**src/rtl/msf_pkg.sv**
```systemverilog
// MSF time-code shared definitions: frame bit positions, marker length, time record.
// Latency: n/a (package only).
// Backpressure: n/a. Shared by the transmit encoder and the receiver/decoder.
package msf_pkg;

    // A-bit positions, MSB of each field first (lowest second index = MSB)
    localparam int YEAR_MSB   = 17;
    localparam int YEAR_LSB   = 24;
    localparam int MONTH_MSB  = 25;
    localparam int MONTH_LSB  = 29;
    localparam int MDAY_MSB   = 30;
    localparam int MDAY_LSB   = 35;
    localparam int WDAY_MSB   = 36;
    localparam int WDAY_LSB   = 38;
    localparam int HOUR_MSB   = 39;
    localparam int HOUR_LSB   = 44;
    localparam int MINUTE_MSB = 45;
    localparam int MINUTE_LSB = 51;

    // Fixed A52..A59 tail; bit 7 is A52, bit 0 is A59
    localparam int         TAIL_LSB     = 59;
    localparam logic [7:0] TAIL_PATTERN = 8'b0111_1110;

    // B-bit positions
    localparam int PAR_YEAR = 54;
    localparam int PAR_DATE = 55;  // month + day of month
    localparam int PAR_WDAY = 56;
    localparam int PAR_TIME = 57;  // hour + minute
    localparam int BST      = 58;

    localparam int MARKER_TENTHS   = 5;
    localparam int SECONDS_PER_MIN = 60;

    typedef struct packed {
        logic [7:0] year;
        logic [4:0] month;
        logic [5:0] mday;
        logic [2:0] wday;
        logic [5:0] hour;
        logic [6:0] minute;
        logic       bst;
    } msf_time_t;

    typedef enum logic {
        ST_IDLE = 1'b0,
        ST_RUN  = 1'b1
    } msf_tx_state_e;

    // Odd parity bit: field ones + parity ones is odd. Zero-extension is harmless.
    function automatic logic odd_par(input logic [15:0] v);
        return ~^v;
    endfunction

endpackage

```
**src/rtl/msf_bit_lut.sv**
```systemverilog
// MSF bit map: returns the A and B bits for a given second of the frame.
// Latency: combinational.
// Backpressure: none.
// Ports: sec_i (second 0-59), time_i (active time record) -> a_o, b_o.
module msf_bit_lut
    import msf_pkg::*;
(
    input  logic [5:0] sec_i,
    input  msf_time_t  time_i,
    output logic       a_o,
    output logic       b_o
);

    // 64 entries so every 6-bit index is in range; 60..63 and 0 stay zero
    logic [63:0] a_map;
    logic [63:0] b_map;

    always_comb begin
        a_map = '0;
        b_map = '0;

        for (int i = 0; i <= YEAR_LSB - YEAR_MSB; i++)
            a_map[YEAR_LSB - i] = time_i.year[i];
        for (int i = 0; i <= MONTH_LSB - MONTH_MSB; i++)
            a_map[MONTH_LSB - i] = time_i.month[i];
        for (int i = 0; i <= MDAY_LSB - MDAY_MSB; i++)
            a_map[MDAY_LSB - i] = time_i.mday[i];
        for (int i = 0; i <= WDAY_LSB - WDAY_MSB; i++)
            a_map[WDAY_LSB - i] = time_i.wday[i];
        for (int i = 0; i <= HOUR_LSB - HOUR_MSB; i++)
            a_map[HOUR_LSB - i] = time_i.hour[i];
        for (int i = 0; i <= MINUTE_LSB - MINUTE_MSB; i++)
            a_map[MINUTE_LSB - i] = time_i.minute[i];
        for (int i = 0; i < 8; i++)
            a_map[TAIL_LSB - i] = TAIL_PATTERN[i];

        b_map[PAR_YEAR] = odd_par(16'(time_i.year));
        b_map[PAR_DATE] = odd_par(16'({time_i.month, time_i.mday}));
        b_map[PAR_WDAY] = odd_par(16'(time_i.wday));
        b_map[PAR_TIME] = odd_par(16'({time_i.hour, time_i.minute}));
        b_map[BST]      = time_i.bst;
    end

    assign a_o = a_map[sec_i];
    assign b_o = b_map[sec_i];

endmodule

```
**src/rtl/msf_tx_encoder.sv**
```systemverilog
// MSF 60 kHz envelope generator (data_o=1 means carrier off) from latched BCD time.
// Latency: data_o is registered, one cycle behind the tick/tenth/second counters.
// Backpressure: none; free-running once enabled, frame repeats until a new load.
// Ports: clk_i, rst_i (sync, active high), enable_i, load_i + time fields in;
//        data_o, second_o (0-59), minute_start_o (pulse on first cycle of second 0) out.
module msf_tx_encoder
    import msf_pkg::*;
#(
    parameter int TICKS_PER_TENTH = 1000
) (
    input  logic       clk_i,
    input  logic       rst_i,
    input  logic       enable_i,
    input  logic       load_i,
    input  logic [7:0] year_i,
    input  logic [4:0] month_i,
    input  logic [5:0] mday_i,
    input  logic [2:0] wday_i,
    input  logic [5:0] hour_i,
    input  logic [6:0] minute_i,
    input  logic       bst_i,
    output logic       data_o,
    output logic [5:0] second_o,
    output logic       minute_start_o
);

    localparam int            TW        = (TICKS_PER_TENTH > 1) ? $clog2(TICKS_PER_TENTH) : 1;
    localparam logic [TW-1:0] TICK_LAST = TW'(TICKS_PER_TENTH - 1);

    msf_tx_state_e state_q, state_d;
    logic [TW-1:0] tick_q, tick_d;
    logic [3:0]    tenth_q, tenth_d;
    logic [5:0]    sec_q, sec_d;
    logic          data_q, data_d;
    msf_time_t     shadow_q, shadow_d;
    msf_time_t     active_q, active_d;

    msf_time_t     in_time;
    logic          minute_start;
    logic          running;
    logic          level;
    logic          lut_a, lut_b;

    assign in_time = {year_i, month_i, mday_i, wday_i, hour_i, minute_i, bst_i};

    // State register
    always_ff @(posedge clk_i) begin
        if (rst_i) state_q <= ST_IDLE;
        else       state_q <= state_d;
    end

    // Next-state logic
    always_comb begin
        state_d = state_q;
        case (state_q)
            ST_IDLE: if (enable_i)  state_d = ST_RUN;
            ST_RUN:  if (!enable_i) state_d = ST_IDLE;
            default: state_d = ST_IDLE;
        endcase
    end

    // Output logic. A cycle where enable_i has just dropped counts as not running,
    // so the first IDLE cycle already shows data_o=0 and zeroed counters.
    always_comb begin
        running      = (state_q == ST_RUN) && enable_i;
        minute_start = (state_q == ST_RUN) && (tick_q == '0) && (tenth_q == '0) && (sec_q == '0);
    end

    // Tick / tenth / second counters; held at zero whenever not running
    always_comb begin
        tick_d  = '0;
        tenth_d = '0;
        sec_d   = '0;
        if (running) begin
            tick_d  = tick_q + TW'(1);
            tenth_d = tenth_q;
            sec_d   = sec_q;
            if (tick_q == TICK_LAST) begin
                tick_d  = '0;
                tenth_d = tenth_q + 4'd1;
                if (tenth_q == 4'd9) begin
                    tenth_d = '0;
                    sec_d   = (sec_q == 6'(SECONDS_PER_MIN - 1)) ? 6'd0 : sec_q + 6'd1;
                end
            end
        end
    end

    msf_bit_lut u_bit_lut (
        .sec_i  (sec_q),
        .time_i (active_q),
        .a_o    (lut_a),
        .b_o    (lut_b)
    );

    // Envelope level for the current slot
    always_comb begin
        level = 1'b0;
        if (sec_q == '0) begin
            level = (tenth_q < 4'(MARKER_TENTHS));
        end else begin
            case (tenth_q)
                4'd0:    level = 1'b1;
                4'd1:    level = lut_a;
                4'd2:    level = lut_b;
                default: level = 1'b0;
            endcase
        end
        data_d = running ? level : 1'b0;
    end

    // Shadow/active time registers. A load coinciding with the minute boundary
    // bypasses the shadow so the new time is used in the frame that starts now.
    always_comb begin
        shadow_d = load_i ? in_time : shadow_q;
        active_d = active_q;
        if (minute_start)
            active_d = load_i ? in_time : shadow_q;
    end

    always_ff @(posedge clk_i) begin
        if (rst_i) begin
            tick_q   <= '0;
            tenth_q  <= '0;
            sec_q    <= '0;
            data_q   <= 1'b0;
            shadow_q <= '0;
            active_q <= '0;
        end else begin
            tick_q   <= tick_d;
            tenth_q  <= tenth_d;
            sec_q    <= sec_d;
            data_q   <= data_d;
            shadow_q <= shadow_d;
            active_q <= active_d;
        end
    end

    assign data_o         = data_q;
    assign second_o       = sec_q;
    assign minute_start_o = minute_start;

endmodule

```
**config.mk**
```make
export PLATFORM = sky130hd
export DESIGN_NAME = msf_tx_encoder
export DESIGN_NICKNAME = d
export VERILOG_FILES = /design/src/rtl/msf_pkg.sv /design/src/rtl/msf_bit_lut.sv /design/src/rtl/msf_tx_encoder.sv
export SDC_FILE = /design/constraint.sdc
export NUM_CORES = 1
export LEC_CHECK = 0
export ABC_CLOCK_PERIOD_IN_PS = 2220
export CAP_MARGIN = 5
export CORE_AREA = 2 2 110 112
export CTS_CLUSTER_DIAMETER = 200
export DETAILED_ROUTE_END_ITERATION = 10
export DIE_AREA = 0 0 112 114
export PLACE_DENSITY_LB_ADDON = 0.2
export SLEW_MARGIN = 20
export SYNTH_ARGS = -nofsm -noshare
export SYNTH_HDL_FRONTEND = slang
export SYNTH_SLANG_ARGS = --single-unit
```
**constraint.sdc**
```tcl
create_clock -name clk_i -period 2.22 [get_ports clk_i]
set_input_delay 0.444 -clock clk_i [delete_from_list [all_inputs] [get_ports clk_i]]
set_output_delay 0.444 -clock clk_i [all_outputs]
set_load 0.05 [all_outputs]
```
## Word level (Yosys, flattened, before mapping)

Index checks and enable logic that the tools add are counted.

| word-level totals | value |
|---|---|
| flip-flop bits (word level) | 94 |
| latch bits | 0 |
| bits in writable memories | 0 |
| bits in read-only memories | 0 |
| input port bits | 40 |
| word-level logic and storage cells | 54 |
| memories | 0 |

| operators by class | value |
|---|---|
| add/sub/neg operators | 3 |
| $mul | 0 |
| divide/modulo/power cells | 0 |
| $lt $le $gt $ge | 2 |
| equality and inequality tests | 5 |
| shift operators | 0 |
| muxes and demuxes | 10 |
| bitwise logic cells | 1 |
| reductions and logical operators | 14 |

Operator list:

| kind | number |
|---|---|
| $reduce_xnor 16->1 | 4 |
| $mux 36 | 1 |
| $bmux 1 s6 | 2 |
| $add 10x1->10 const B | 1 |
| $eq 10x10->1 const B | 1 |
| $logic_not 10->1 | 1 |
| $lt 6x7->1 const B | 1 |
| $add 6x1->6 const B | 1 |
| $eq 6x6->1 const B | 1 |
| $logic_not 6->1 | 1 |
| $mux 6 | 1 |
| $add 4x1->4 const B | 1 |
| $eq 4x1->1 const B | 1 |
| $eq 4x2->1 const B | 1 |
| $eq 4x4->1 const B | 1 |
| $logic_and 1x1->1 | 4 |
| $logic_not 4->1 | 1 |
| $lt 4x3->1 const B | 1 |
| $mux 1 | 4 |
| $mux 4 | 1 |
| $pmux 1 s3 | 1 |
| $reduce_or 3->1 | 1 |
| $reduce_and 2->1 | 1 |
| $reduce_or 2->1 | 1 |
| $not 1->1 | 1 |

## Depth between registers and ports, before layout

| depth | value |
|---|---|
| word-level depth | 5 |
| depth in mapped cells | 10 |

## Cells and area by module

A second synthesis with hierarchy kept.

| unflattened totals | value |
|---|---|
| cell total of the unflattened synthesis | 430 |
| area total of the unflattened synthesis | 4436.8 um^2 |

By module, submodules not included:

| module | times used | cells an instance | area an instance (um^2) | seq. area each (um^2) |
|---|---|---|---|---|
| msf_tx_encoder | 1 | 363 | 3747.3 | 1881.8 |
| msf_bit_lut | 1 | 67 | 689.4 | 0.0 |

## Worst setup path before layout

No wires, ideal clock.

| path | value |
|---|---|
| kind | register to output |
| start | register sec_q[0] (netlist: second_o[0]) |
| end | output port minute_start_o |
| data arrival time | 2328 ps |
| data required time | 1776 ps |
| setup slack | -552 ps |
| stages on the path, launching flop included | 8 |
| path buffers | 3 |
| cells stage by stage | dfxtp_1 > buf_2 > clkbuf_1 > inv_1 > ha_1 > nand3_1 > nor4_4 > buf_4 |

| on the way | value |
|---|---|
| cells in the longest elaborated chain, start to end | 2 |

Ends and longest elaborated chain:

| item | line | RTL |
|---|---|---|
| from (decl) | msf_tx_encoder.sv:33 | `logic [5:0] sec_q, sec_d;` |
| from (signal assigned) | msf_tx_encoder.sv:125 | `sec_q <= '0;` |
| from (signal assigned) | msf_tx_encoder.sv:132 | `sec_q <= sec_d;` |
| $logic_not 6->1 | msf_tx_encoder.sv:66 | `minute_start = (state_q == ST_RUN) && (tick_q == '0) && (tenth_q == '0) && (sec_q == '0);` |
| $logic_and 1x1->1 | msf_tx_encoder.sv:66 |  |
| to (decl) | msf_tx_encoder.sv:24 | `output logic minute_start_o` |

Every way passes these cells.

## Worst setup path after layout

| path | value |
|---|---|
| start | register tenth_q[3] |
| end | output port minute_start_o |

| on the way | value |
|---|---|
| cells in the longest elaborated chain, start to end | 3 |

Ends and longest elaborated chain:

| item | line | RTL |
|---|---|---|
| from (decl) | msf_tx_encoder.sv:32 | `logic [3:0] tenth_q, tenth_d;` |
| from (signal assigned) | msf_tx_encoder.sv:131 | `tenth_q <= tenth_d;` |
| $logic_not 4->1 | msf_tx_encoder.sv:66 |  |
| $logic_and 1x1->1 (2 in a row) | msf_tx_encoder.sv:66 |  |

Every way passes these cells.

==> flow_summary_export.csv <==
group,metric,value,unit
outcome,run_status,"finished, violations left",
outcome,violations,"negative setup slack",
global_route,grt_pass1_wl,15400,µm
logic_synthesis,synthDistinctLibCells,45,
critical_path,cp_data_required_time,1.78,ns
logic_synthesis,async_flop_share,0,%
logic_synthesis,synth_nets,498,
clock_network,cts_root_buf,"clkbuf_16",
die,initial_core_util,37.7,%
critical_path,worst-setup-path-type,"flip-flop to output pin",
logic_synthesis,synth_area,0.00442,mm²
die,die_width,112,µm
critical_path,crit_fanout,2,
timing,period_share,102,%
flow_run,maxCapViolCount,0,
final_layout,final_cell_mix,"93 x nor2_1, 86 x dfxtp_1, 41 x mux2i_1, 41 x clkdlybuf4s50_1, 33 x a211oi_2",
final_layout,layout.nets,545,
place,gp_congestion,0.765,
critical_path,critPathTopFamily,"simple AND/OR/NAND/NOR gates",
die,std_cell_rows,40,
clock_network,clk_pin_slew,0.06,ns
timing,period_minus_slack,2.27,ns
logic_synthesis,synth_edf_count,0,
global_route,grt_remaining_overflow,0,
critical_path,path_cells,"or4_4 > nor4_4 > buf_12 > buf_12",
pwr,leakagePower,2.04,nW
clock_network,cts_inserted_buffers,9,
critical_path,crit_top_cell,"buf_12",
logic_synthesis,synth_area_leaders,"dfxtp_1 43%, a211oi_2 9.3%, mux2i_1 9.3%, nor2_1 8.0%, xnor2_1 5.9%",
logic_synthesis,yosysSeqAreaShare,42.6,%
die,die_h,114,µm
detailed_routing,wl_per_cell,13.9,µm
final_layout,layout-drive-gt1-share,20.4,%
clock_network,cts.htree.levels,3,
timing,rsz0062_at_grt,"true",
logic_synthesis,synth_top_area_share,42.6,%
detailed_routing,via_count,3263,
logic_synthesis,synth_compound_area_share,15.0,%
logic_synthesis,synth_top_family_by_area,"simple AND/OR/NAND/NOR gates",
logic_synthesis,synth-adder-area-share,1.70,%
clock_network,cts_tree,"done",
final_layout,final_cells,651,
final_layout,syn2layout_area_growth,24.2,%
timing,slew_viol_final,0,
detailed_routing,drc,0,
critical_path,max_stage_delay,0.56,ns
place,portBuffers,47,
detailed_routing,ant_nets,0,
critical_path,cp-end-kind,"output pin",
logic_synthesis,ys_warn_count,0,
die,core-area,0.0117,mm²
die,io_pins,48,
timing,slew_headroom,38.8,%
timing,fin_ws,-0.0464,ns
global_route,grt_pass1_vias,3164,
timing,finalSetupViolCount,1,
detailed_routing,drt-initial-drc-count,112,
logic_synthesis,synth_xor_xnor_area_share,7.73,%
detailed_routing,first_pass_iters,4,
timing,holdWs,0.290,ns
pwr,power_density,709,mW/mm²
logic_synthesis,syn-instance-count,452,
timing,fmax,441,MHz
die,die_area,0.0128,mm²
worst_hold_path,hold_class,"input port to flip-flop",
detailed_routing,postRouteWirelength,9080,µm
final_layout,layout_commonest_cell,"nor2_1",
global_route,antenna_found_initial,0,
global_route,grt.total_usage,15.0,%
logic_synthesis,ys.flop_type,"dfxtp_1",
timing,fin_worst_skew,0.00825,ns
timing,hold_viol_final,0,
timing,worstMarginPinSlew,0.918,ns
clock_network,clock_path_buffers,2,
final_layout,diodes,0,
logic_synthesis,yosysTopAreaCell,"dfxtp_1",
logic_synthesis,ys_ff_latch,94,
critical_path,crit_path_top_delay_cell,"or4_4",
critical_path,cp-start-kind,"flip-flop",
logic_synthesis,synth_simple_gate_area_share,16.2,%
place,hpwl,6320,µm
place,place_inst,629,
logic_synthesis,synth.avg_cell_area,9.77,µm²
clock_network,clk_latency,0.35,ns
logic_synthesis,synthMuxAreaShare,12.4,%
critical_path,cp.arrival,1.82,ns
clock_network,cts_sinks,94,
critical_path,crit_buf_inv,2,
global_route,grt_max_degree,73,
pwr,peakVddDrop,0.572,mV
detailed_routing,viasPerCell,5.01,
==> report_power, final <==
group,leakage [nW],internal [mW],total [mW],switching [mW]
clock network,0.143,0.881,1.55,0.666
registers,0.776,1.77,1.83,0.0552
logic,1.12,0.274,0.517,0.242
total,2.04,2.93,3.89,0.963
==> logic make-up (layout without fill, tap and decap cells) <==
logic type	Yosys count	after routing
and+or+nand+nor	154	154
DFF	94	94
AOI/OAI and AO/OA	71	71
muxes	48	48
buffers and inverters	40	92
xor gates and xnor gates	39	39
adders and majority gates	6	6
==> timing repair <==
action | 4_1_cts | 5_1_grt
resized for setup | 13 | 3
pin swaps | 3 | 1
gates cloned | 0 | 1
setup endpoints to repair | 1 | 20
buffers inserted | 5 | 0
hold buffers | 0 | 0
==> through the flow <==
stage / TNS, ns / cell area (µm²) / setup slack [ns] / util, % / power (mW)
floorplan: -0.0502 / 4490 / -0.0502 / - / 2.22
global placement: 0 / 5090 / 0.225 / 43.4 / 2.36
detailed placement: 0 / 5090 / 0.215 / 43.4 / 2.37
CTS: -0.0254 / 5450 / -0.0254 / 46.5 / 3.94
global route: -0.114 / 5490 / -0.114 / 46.8 / 4.07
finish: -0.0464 / 5490 / -0.0464 / 46.8 / 3.89
==> synthesized netlist by cell type (3+ instances only) <==
| library cell | instances |
|---|---|
| a211oi_1 | 3 |
| inv_1 | 8 |
| clkbuf_1 | 20 |
| a21oi_1 | 13 |
| nand2_1 | 17 |
| dfxtp_1 | 94 |
| mux4_2 | 5 |
| buf_4 | 3 |
| buf_1 | 3 |
| and3_1 | 6 |
| nor3_1 | 3 |
| buf_6 | 4 |
| nor2b_1 | 5 |
| mux2i_1 | 41 |
| or3_1 | 4 |
| a211oi_2 | 33 |
| ha_1 | 6 |
| xnor2_1 | 30 |
| xor2_1 | 9 |
| o21ai_0 | 7 |
| nand3_1 | 12 |
| nor2_1 | 94 |
==> layout make-up <==
| cell class | count | area, µm² |
|---|---|---|
| clock buffer | 10 | 229 |
| multi-input combinational | 318 | 2380 |
| fill | 1134 | 6230 |
| sequential | 94 | 1900 |
| clock inverter | 6 | 68.8 |
| tap | 147 | 184 |
| timing repair buffer | 68 | 684 |
| inverter | 8 | 37.5 |
==> registers in the layout, indices dropped and copies added (netlist names) <==
register / flops
data_o: 1
shadow_q: 36
active_q: 36
tenth_q: 4
state_q: 1
tick_q: 10
second_o: 6
==> metal layers <==
layer | wire length [µm] | GRT usage, % | up-vias
met3 | 363 | 4.73 | 11
met5 | 0 | 0 | -
met2 | 4310 | 24.6 | 62
met1 | 4280 | 19.0 | 1522
met4 | 117 | 4.55 | 0
li1 | - | - | 1668
==> worst paths after layout <==
path | start | endpoint | slack [ns] | cells past startpoint
max | tenth_q[3]$_SDFFE_PP0N_ | minute_start_o | -0.05 | 4
max reg2reg | tenth_q[3]$_SDFFE_PP0N_ | active_q[3]$_SDFFE_PP0P_ | 0.10 | 7
min reg2reg | shadow_q[25]$_SDFF_PP0_ | shadow_q[25]$_SDFF_PP0_ | 0.50 | 2
min | rst_i | state_q$_SDFF_PP0_ | 0.29 | 2
(Power assumes the default switching activity.)
